$ cat src/rtl/fd_stage.sv
// Fetch/decode pipeline latch: captures PC/instruction with flush > stall > load
// priority, decodes fields and regfile read addresses, and keeps saturating counters.
module fd_stage #(
    parameter int PC_WIDTH  = 32,
    parameter int CNT_WIDTH = 32
) (
    input  logic                 clock,
    input  logic                 reset,
    input  logic [PC_WIDTH-1:0]  pc_in,
    input  logic [31:0]          instr_in,
    input  logic                 stall,
    input  logic                 flush,
    output logic [PC_WIDTH-1:0]  fd_pc,
    output logic [31:0]          fd_instr,
    output logic                 fd_valid,
    output logic [4:0]           opcode,
    output logic [4:0]           rd,
    output logic [4:0]           rs,
    output logic [4:0]           rt,
    output logic [4:0]           shamt,
    output logic [4:0]           alu_op,
    output logic [31:0]          imm_sx,
    output logic [31:0]          target,
    output logic [4:0]           ctrl_readRegA,
    output logic [4:0]           ctrl_readRegB,
    output logic                 illegal_instr,
    output logic [CNT_WIDTH-1:0] fetch_count,
    output logic [CNT_WIDTH-1:0] bubble_count
);

    logic [PC_WIDTH-1:0]  pc_q, pc_d;
    logic [31:0]          instr_q, instr_d;
    logic                 valid_q, valid_d;
    logic [CNT_WIDTH-1:0] fcnt_q, fcnt_d, bcnt_q, bcnt_d;
    logic                 load;

    assign load = !flush && !stall;

    always_comb begin
        pc_d    = pc_q;
        instr_d = instr_q;
        valid_d = valid_q;
        if (flush) begin
            pc_d    = pc_in;
            instr_d = 32'h0;
            valid_d = 1'b0;
        end else if (!stall) begin
            pc_d    = pc_in;
            instr_d = instr_in;
            valid_d = 1'b1;
        end
        // Counters stick at all-ones rather than wrapping.
        fcnt_d = (load && fcnt_q != '1) ? fcnt_q + 1'b1 : fcnt_q;
        bcnt_d = ((stall || flush) && bcnt_q != '1) ? bcnt_q + 1'b1 : bcnt_q;
    end

    always_ff @(posedge clock or negedge reset) begin
        if (!reset) begin
            pc_q    <= '0;
            instr_q <= 32'h0;
            valid_q <= 1'b0;
            fcnt_q  <= '0;
            bcnt_q  <= '0;
        end else begin
            pc_q    <= pc_d;
            instr_q <= instr_d;
            valid_q <= valid_d;
            fcnt_q  <= fcnt_d;
            bcnt_q  <= bcnt_d;
        end
    end

    assign fd_pc        = pc_q;
    assign fd_instr     = instr_q;
    assign fd_valid     = valid_q;
    assign fetch_count  = fcnt_q;
    assign bubble_count = bcnt_q;

    assign opcode = instr_q[31:27];
    assign rd     = instr_q[26:22];
    assign rs     = instr_q[21:17];
    assign rt     = instr_q[16:12];
    assign shamt  = instr_q[11:7];
    assign alu_op = instr_q[6:2];
    assign imm_sx = {{15{instr_q[16]}}, instr_q[16:0]};
    assign target = {5'b0, instr_q[26:0]};

    always_comb begin
        ctrl_readRegA = 5'd0;
        ctrl_readRegB = 5'd0;
        illegal_instr = 1'b0;
        if (valid_q) begin
            case (opcode)
                5'b00000: begin ctrl_readRegA = rs; ctrl_readRegB = rt; end
                5'b00101,
                5'b01000: ctrl_readRegA = rs;
                5'b00111: begin ctrl_readRegA = rs; ctrl_readRegB = rd; end
                5'b00010,
                5'b00110: begin ctrl_readRegA = rd; ctrl_readRegB = rs; end
                5'b00100: ctrl_readRegA = rd;
                5'b10110: ctrl_readRegB = 5'd30;
                5'b00001,
                5'b00011,
                5'b10101: ;
                default:  illegal_instr = 1'b1;
            endcase
        end
    end

endmodule

$ cat config.mk
export PLATFORM = sky130hd
export DESIGN_NAME = fd_stage
export DESIGN_NICKNAME = d
export VERILOG_FILES = /design/src/rtl/fd_stage.sv
export SDC_FILE = /design/constraint.sdc
export NUM_CORES = 1
export LEC_CHECK = 0
export CORE_AREA = 2 2 146 148
export CTS_CLUSTER_DIAMETER = 80
export DETAILED_ROUTE_END_ITERATION = 8
export DIE_AREA = 0 0 148 150
export MAX_ROUTING_LAYER = met4
export PLACE_DENSITY = 0.75
export SYNTH_ARGS = -nofsm -noshare
export SYNTH_HDL_FRONTEND = slang
export SYNTH_SLANG_ARGS = --single-unit
$ cat constraint.sdc
create_clock -name clock -period 2 [get_ports clock]
set_input_delay 0.4 -clock clock [delete_from_list [all_inputs] [get_ports clock]]
set_output_delay 0.4 -clock clock [all_outputs]
set_load 0.01 [all_outputs]
### After elaboration in Yosys (flattened, before gate mapping)

Cells that the tools add are included.

| word-level totals | value |
|---|---|
| flip-flop bits (word level) | 129 |
| output and inout bits | 234 |

| operators by class | value |
|---|---|
| add/sub/neg operators | 2 |
| equal/unequal tests | 13 |
| multiplexer cells | 12 |
| reduce and logical (&&, ||, !) cells | 11 |

Operators by type and width:

| kind | count |
|---|---|
| $mux W32 | 4 |
| $add A32 B1 Y32 const B | 2 |
| $ne A32 B32 Y1 const B | 2 |
| $eq A5 B3 Y1 const B | 4 |
| $pmux W5 S4 | 1 |
| $reduce_or A11 Y1 | 1 |
| $eq A5 B2 Y1 const B | 2 |
| $eq A5 B5 Y1 const B | 2 |
| $mux W5 | 2 |
| $pmux W5 S2 | 1 |
| $eq A5 B1 Y1 const B | 1 |
| $eq A5 B4 Y1 const B | 1 |
| $logic_not A5 Y1 | 1 |
| $mux W1 | 4 |
| $reduce_or A4 Y1 | 1 |
| $logic_and A1 B1 Y1 | 3 |
| $reduce_or A3 Y1 | 1 |
| $logic_not A1 Y1 | 2 |
| $ne A2 B1 Y1 const B | 1 |
| $reduce_or A2 Y1 | 1 |
| $logic_or A1 B1 Y1 | 1 |

### Logic depth before layout (Yosys ltp)

Gate-level depths: netlist of run 1.

| depth | value |
|---|---|
| word-level depth | 4 |
| mapped depth | 8 |

### Worst setup path after synthesis of run 1

No wires, ideal clock.

| timing | value |
|---|---|
| path type | flip-flop to output port |
| from | register instr_q[28], in the netlist fd_instr[28] |
| to | output ctrl_readRegB[4] |
| data arrival time | 1.619 ns |
| slack | -0.019 ns |
| cell stages (with the launch flop) | 6 |
| buffers on the path | 1 |
| cell sequence | dfrtp_1 > clkbuf_1 > nand2_1 > nor4b_1 > a222oi_1 > nor2_1 |

| on the way | value |
|---|---|
| cells in the longest elaborated chain, start to end | 4 |
| elaborated cells on any way between the ends | 8 |

Ends and longest elaborated chain:

| what | RTL line | text |
|---|---|---|
| from (decl) | 32 | `logic [31:0] instr_q, instr_d;` |
| from (signal assigned) | 66 | `instr_q <= instr_d;` |
| $eq A5 B2 Y1 or $eq A5 B3 Y1 (tied branches) | 93 | `case (opcode)` |
| $reduce_or A2 Y1 | - |  |
| $pmux W5 S4 (*) | 93 |  |
| $mux W5 (*) | 92 | `if (valid_q) begin` |
| to (decl) | 25 | `output logic [4:0] ctrl_readRegB,` |

Mark *: on every way between the ends. The rest lies on a longest branch, timed or not.

### Final worst setup path of run 1

| timing | value |
|---|---|
| from | register instr_q[29], in the netlist fd_instr[29] |
| to | output ctrl_readRegB[3] |

Same word-level chain as after synthesis.

==> results.md, run 1 <==
* Status: complete, but fails checks
* Failing checks: negative setup slack
* Detailed-route via count at 5509
* WHS Path Cells at 2
* CTS tree: yes
* Seq cells post-synth at about 130
* Hold Violations, Final at 0
* Most common cell after layout, fill and taps aside: clkdlybuf4s50_1
* Slew Viols, Final at 0
* Diodes inserted at 0
* WL final at roughly 20000 µm
* Seq/Total Area, Yosys at around half
* # fillers at 1821
* Max clock buf depth at 2
* Starting Density at 32.45%
* Max-cap violations at 0
* Max H-tree Level at 4
* RSZ-0062 raised after global routing: true
* Share of layout cells above drive strength 1 at 21.08%
* Share of the synthesized area in the top cell type at about half
* Vias in the first global route at 5404
* Max Clock Freq at 434.9 MHz
* IO Pins at 302
* Vias per cell at 4.721
* Leakage at roughly 4.7 nW
* Setup Skew at 0.01089 ns
* Crit path depth at 6
* PD cells at 773.7 nW/µm²
* DRT iter0 DRCs at 227
* FFs w/ async S/R, synth at 100.0%
* Area growth syn-to-layout at 56.32%
* Most frequent cells in the layout: clkdlybuf4s50_1, dfrtp_1, buf_4, nor2_1, xnor2_1
* Die Footprint at between 20000 and 25000 µm²
* Clock transition at path regs at 0.06 ns
* Synthesized cell area at 6714 µm²
* Fin crit share at 115.0%
* Data arrival, critical path at 1.90 ns
* CP peak stage delay at 0.45 ns
* Worst setup SP type: flip-flop
* Die Wd at 148 µm
* CP Buf/Inv Count at 2
* Wire length per cell at 16.81 µm
* Synth unique cells at 54
* Min Tclk post-route at 2.300 ns
* WP data required at 1.60 ns
* Largest area contributor in the netlist: dfrtp_1
* Gr usage total at 17.51%
* First-pass GRT wire length at between 20000 and 30000 µm
* Total design power at 8.120 mW
* Most used DFF post-synth: dfrtp_1
* Setup TNS at -2.806 ns
* CORE AREA at 20690 µm²
* TritonCTS Sinks at approximately 130
* Largest net degree at the start of global routing at 48
* CP endpoint kind: primary output
* Final nets at 950
* Total grt overflow at 0
* Antenna viol nets, final at 0
* Peak supply drop at 0.0005432 V
* Clock root buffer: clkbuf_16
* Initial antenna violation count at 0
* HP Class: primary input to flip-flop
* Row count at 53
* Setup ws final at -0.2996 ns
* Crit-path slowest cell: dfrtp_2
* 1st-pass router iterations at 5
* Post-synthesis instance total at 607
* I/O Buffers at 296
* Worst-path cell chain: buf_6, and3_4, a21o_1, a222oi_1, nor2_2, buf_2
* Synth top area cells: dfrtp_1, buf_4, xnor2_1
* Avg Cell Area, Syn at 11.06 µm²
* RePlAce Congestion at 0.8390
* Crit path max-delay family: compound AO/OA/AOI/OAI gates
* Die Y at approximately 150 µm
* Post-DP HPWL at roughly 14000 µm
* CTS buffer count at 17
* Clk_lat worst skew at 0.41 ns
* Setup Viol. Count Final at 11
* Critical path class: flip-flop to primary output
* Crit Path Max Fanout at 6
* R2r worst-path depth at 5
* YS warnings at 0
* Remaining DRCs at 0
* Post-synth EDFFs at 0
==> layer usage <==
metal,vias to the layer above,GRT usage (%),wire [µm]
li1,2567,-,-
met1,2717,20.71,8072
met2,205,29.81,10050
met3,20,4.055,1218
met4,0,5.286,274
met5,-,-,0
==> stage by stage <==
| step | hold WS, ns | cell area [µm²] | utilization, % | worst slack, ns | std cells |
|---|---|---|---|---|---|
| 6_report | 0.3413 | 10500 | 50.73 | -0.2996 | 1167 |
| 5_1_grt | 0.3603 | 10500 | 50.73 | -0.3669 | 1167 |
| 4_1_cts | 0.3389 | 10320 | 49.90 | -0.2899 | 1163 |
| 3_5_place_dp | 0.3387 | 9671 | 46.74 | -0.3586 | 1123 |
| 3_3_place_gp | 0.3376 | 9671 | 46.74 | -0.3786 | 1123 |
| 2_1_floorplan | 0.1044 | 6735 | - | 0.03983 | 611 |
==> report_power, final <==
part	switching [mW]	internal (mW)
Combinational	0.825	1.09
Sequential	0.249	2.84
Clock	1.20	1.91
Total	2.28	5.84
==> layout make-up <==
| class | instances | area, µm² | share of cell area (%) |
|---|---|---|---|
| timing repair buffer | 366 | 3533 | 33.67 |
| sequential | 129 | 3233 | 30.81 |
| multi-input combinational | 359 | 2770 | 26.39 |
| clock buffer | 21 | 460.4 | 4.387 |
| tap | 275 | 344.1 | 3.278 |
| clock inverter | 10 | 127.6 | 1.216 |
| inverter | 7 | 26.28 | 0.2504 |
==> sequential cells by signal, summed over array words and instances, names as in the netlist <==
| register | count |
|---|---|
| fetch_count | 32 |
| bubble_count | 32 |
| fd_instr | 32 |
| fd_valid | 1 |
| fd_pc | 32 |
==> path summary, 6_finish.rpt <==
kind	slack [ns]	to	from
setup reg to reg	0.12	bubble_count[22]$_DFFE_PN0P_	bubble_count[18]$_DFFE_PN0P_
setup / recovery	-0.30	ctrl_readRegB[3]	fd_instr[29]$_DFFE_PN0P_
hold reg to reg	0.49	fetch_count[28]$_DFFE_PN0P_	fetch_count[28]$_DFFE_PN0P_
max in group asynchronous	0.93	fd_pc[17]$_DFFE_PN0P_	reset
min in group asynchronous	0.46	fetch_count[19]$_DFFE_PN0P_	reset
hold / removal	0.34	fd_instr[0]$_DFFE_PN0P_	flush
==> cells by family (layout without fill, tap and decap cells) <==
logic type	count (synthesis)	after routing	share of synthesized area, %
xor gates and xnor gates	60	60	7.827
adders and majority gates	2	2	0.3727
muxes	66	66	10.47
and+or+nand+nor	193	194	16.31
other	1	5	0.05585
DFF	129	129	48.08
buffers and inverters	124	404	12.84
AOI/OAI and AO/OA	32	32	4.044
==> synth_stat cells, types with 3 or more instances <==
library cell	instances
a22oi_1	6
mux2i_1	32
mux2_2	33
a222oi_1	4
nor4_1	5
dfrtp_1	129
clkbuf_1	7
and3_1	14
nor2_1	54
or3_1	4
nor3_1	11
a21o_1	4
nand2_1	15
buf_6	4
buf_4	94
and2_1	3
a21oi_1	7
inv_1	7
and4_1	9
o21ai_0	3
buf_2	11
xor2_1	16
nand3_1	35
xnor2_1	44
nand4_1	20
==> timing repair <==
item                                   4_1_cts  5_1_grt
pin swaps                                    9       13
endpoints found under the hold margin       37        0
buffers inserted                             8        3
setup endpoints to repair                   32       28
hold buffers                                 1        0
cloned                                       0        1
resized for setup                           62       34
(Power assumes the default switching activity.)
==> inputs of run 2 (changes only) <==
--- a/config.mk
+++ b/config.mk
@@ -7,10 +7,12 @@
 export LEC_CHECK = 0
 export CORE_AREA = 2 2 146 148
 export CTS_CLUSTER_DIAMETER = 80
+export CTS_CLUSTER_SIZE = 12
 export DETAILED_ROUTE_END_ITERATION = 8
 export DIE_AREA = 0 0 148 150
 export MAX_ROUTING_LAYER = met4
-export PLACE_DENSITY = 0.75
+export PLACE_DENSITY = 0.78
+export SETUP_SLACK_MARGIN = 0.02
 export SYNTH_ARGS = -nofsm -noshare
 export SYNTH_HDL_FRONTEND = slang
 export SYNTH_SLANG_ARGS = --single-unit
==> constraint.sdc (replaced) <==
create_clock -name clock -period 2.11 [get_ports clock]
set_input_delay 0.422 -clock clock [delete_from_list [all_inputs] [get_ports clock]]
set_output_delay 0.422 -clock clock [all_outputs]
set_load 0.01 [all_outputs]
==> results.md, run 2 (synthesis gave the netlist of run 1 again) <==
* Total design power at 7.727 mW (-4.8%)
* Setup ws final at -0.2020 ns (+0.09761 ns)
* Row count at 53 (unchanged)
* Share of layout cells above drive strength 1 at 18.97% (-2.1 points)
* Gr usage total at 17.59% (+0.079 points)
* Status: complete, but fails checks
* Data arrival, critical path at 1.89 ns (about the same)
* Peak supply drop at 0.0005095 V (-6.2%)
* I/O Buffers at 296 (unchanged)
* Clock share of power at 39.0% (+0.7 points)
* CP endpoint kind: primary output
* Crit Path Max Fanout at 6 (unchanged)
* Fin crit share at 109.6%
* 1st-pass router iterations at 5 (unchanged)
* Largest net degree at the start of global routing at 46 (-4.2%)
* First-pass GRT wire length at 29690 µm (+0.65%)
* Switching share of power at 28.41% (+0.39 points)
* Hold Violations, Final at 0 (unchanged)
* Int Pwr at 5.532 mW (-5.4%)
* Final nets at 932 (-1.9%)
* Starting Density at 32.45% (unchanged)
* Flop pwr share at 38.0% (about the same)
* Pre-CTS setup slack at -0.1506 ns (+0.2080 ns)
* Slew Viols, Final at 0 (unchanged)
* WL final at 19430 µm (-0.96%)
* Critical path class: flip-flop to primary output
* Most common cell after layout, fill and taps aside: clkdlybuf4s50_1
* Setup Skew at 0.008527 ns (-0.002361 ns)
* WP data required at 1.69 ns (+0.09 ns)
* Most frequent cells in the layout: clkdlybuf4s50_1, dfrtp_1, nor2_1, xnor2_1, buf_4
* Initial antenna violation count at 0 (unchanged)
* Remaining DRCs at 0 (unchanged)
* Final Core Density at 49.98% (-0.74 points)
* Vias in the first global route at 5365 (-0.72%)
* Max-cap violations at 0 (unchanged)
* CTS buffer count at 17 (unchanged)
* IO Pins at 302 (unchanged)
* Crit-path slowest cell: dfrtp_1
* Wire length per cell at 16.89 µm (+0.50%)
* TritonCTS Sinks at 129 (unchanged)
* CP Buf/Inv Count at 2 (unchanged)
* Setup Viol. Count Final at 13 (+2)
* Failing checks: negative setup slack
* RSZ-0062 raised after global routing: true
* Non-Filler Instances at 1150 (-1.5%)
* Min Tclk post-route at 2.312 ns
* Die Wd at 148 µm (unchanged)
* Worst setup SP type: flip-flop
* Diodes inserted at 0 (unchanged)
* CP peak stage delay at 0.55 ns (+0.10 ns)
* Die Y at 150 µm (unchanged)
* Vias per cell at 4.770 (+1.0%)
* Detailed-route via count at 5485 (-0.44%)
* Clock transition at path regs at 0.06 ns (about the same)
* CORE AREA at 20690 µm² (unchanged)
* Setup TNS at -1.861 ns (+0.9448 ns)
* Worst-path cell chain: inv_1, nand3_1, a21oi_1, a211oi_1, dlygate4sd2_1
* Hold slack at 0.4383 ns (+0.09702 ns)
* DRT iter0 DRCs at 192 (-15%)
* RePlAce Congestion at 0.8716 (+3.9%)
* CTS tree: yes
* Crit path max-delay family: flip-flops
* Dpl cell area at 9557 µm² (-1.2%)
* Clk_lat worst skew at 0.41 ns (about the same)
* Leakage at 4.476 nW (-4.2%)
* Design area at 10340 µm² (-1.5%)
* Switch Pwr at 2.195 mW (-3.5%)
* Antenna viol nets, final at 0 (unchanged)
* Clock root buffer: clkbuf_16
* Comb power frac at 23.1% (-0.5 points)
* Max Clock Freq at 432.5 MHz
* Total grt overflow at 0 (unchanged)
* HP Class: primary input to flip-flop
* Post-DP HPWL at 14130 µm (+0.20%)
* Max clock buf depth at 2 (unchanged)
* Max H-tree Level at 4 (unchanged)
* PD cells at 747.2 nW/µm² (-3.4%)
* Cell count after placement at 1107 (-1.4%)
* Die Footprint at 22200 µm² (unchanged)
* Area growth syn-to-layout at 54.03%
[run 2: final timing paths]
| kind | start | end | slack, ns | cells after the start |
|---|---|---|---|---|
| setup / recovery | fd_instr[30]$_DFFE_PN0P_ | illegal_instr | -0.20 | 5 |
| hold / removal | stall | fetch_count[0]$_DFFE_PN0P_ | 0.44 | 4 |
| setup reg to reg | fetch_count[1]$_DFFE_PN0P_ | fetch_count[1]$_DFFE_PN0P_ | 0.19 | 6 |
| hold reg to reg | fetch_count[28]$_DFFE_PN0P_ | fetch_count[28]$_DFFE_PN0P_ | 0.49 | 1 |
| max in group asynchronous | reset | fd_instr[31]$_DFFE_PN0P_ | 0.97 | 3 |
| min in group asynchronous | reset | fetch_count[3]$_DFFE_PN0P_ | 0.50 | 2 |
[run 2: cell type report]
class,count,area (µm²)
inverter,7,26.28
sequential,129,3229
clock buffer,19,452.9
clock inverter,13,152.6
tap,275,344.1
fill,1884,10350
timing repair buffer,349,3392
multi-input combinational,358,2744
[run 2: repair_timing]
action | in CTS | in global routing
setup endpoints to repair | 13 | 11
hold buffers | 1 | 0
endpoints found under the hold margin | 40 | 0
gates resized for setup | 56 | 19
pin swaps | 12 | 18
buffers inserted | 6 | 6
[run 2: power groups by stage]
| stage | Clock, mW | Sequential [mW] | Combinational [mW] |
|---|---|---|---|
| floorplan | 0 | 3.05 | 0.700 |
| global placement | 0 | 2.96 | 1.73 |
| detailed placement | 0 | 2.97 | 1.75 |
| CTS | 3.09 | 2.93 | 1.77 |
| global route | 3.19 | 2.97 | 1.92 |
| finish | 3.01 | 2.93 | 1.78 |
[run 2: routing by layer]
| metal | vias up | part of all wire (%) | GRT usage [%] |
|---|---|---|---|
| met5 | - | 0 | - |
| met4 | 0 | 1.4 | 5.381 |
| met3 | 23 | 6.8 | 4.268 |
| met2 | 235 | 49 | 28.61 |
| met1 | 2682 | 43 | 21.77 |
| li1 | 2545 | - | - |
[run 2: worst register-to-register path: stages (launching register included)]
cell and delay, ns:
dfrtp_1 0.38, ha_1 0.21, nand2_1 0.10, nor4_1 0.36, nand4_2 0.21, o21ai_2 0.20
mux2_1 0.34
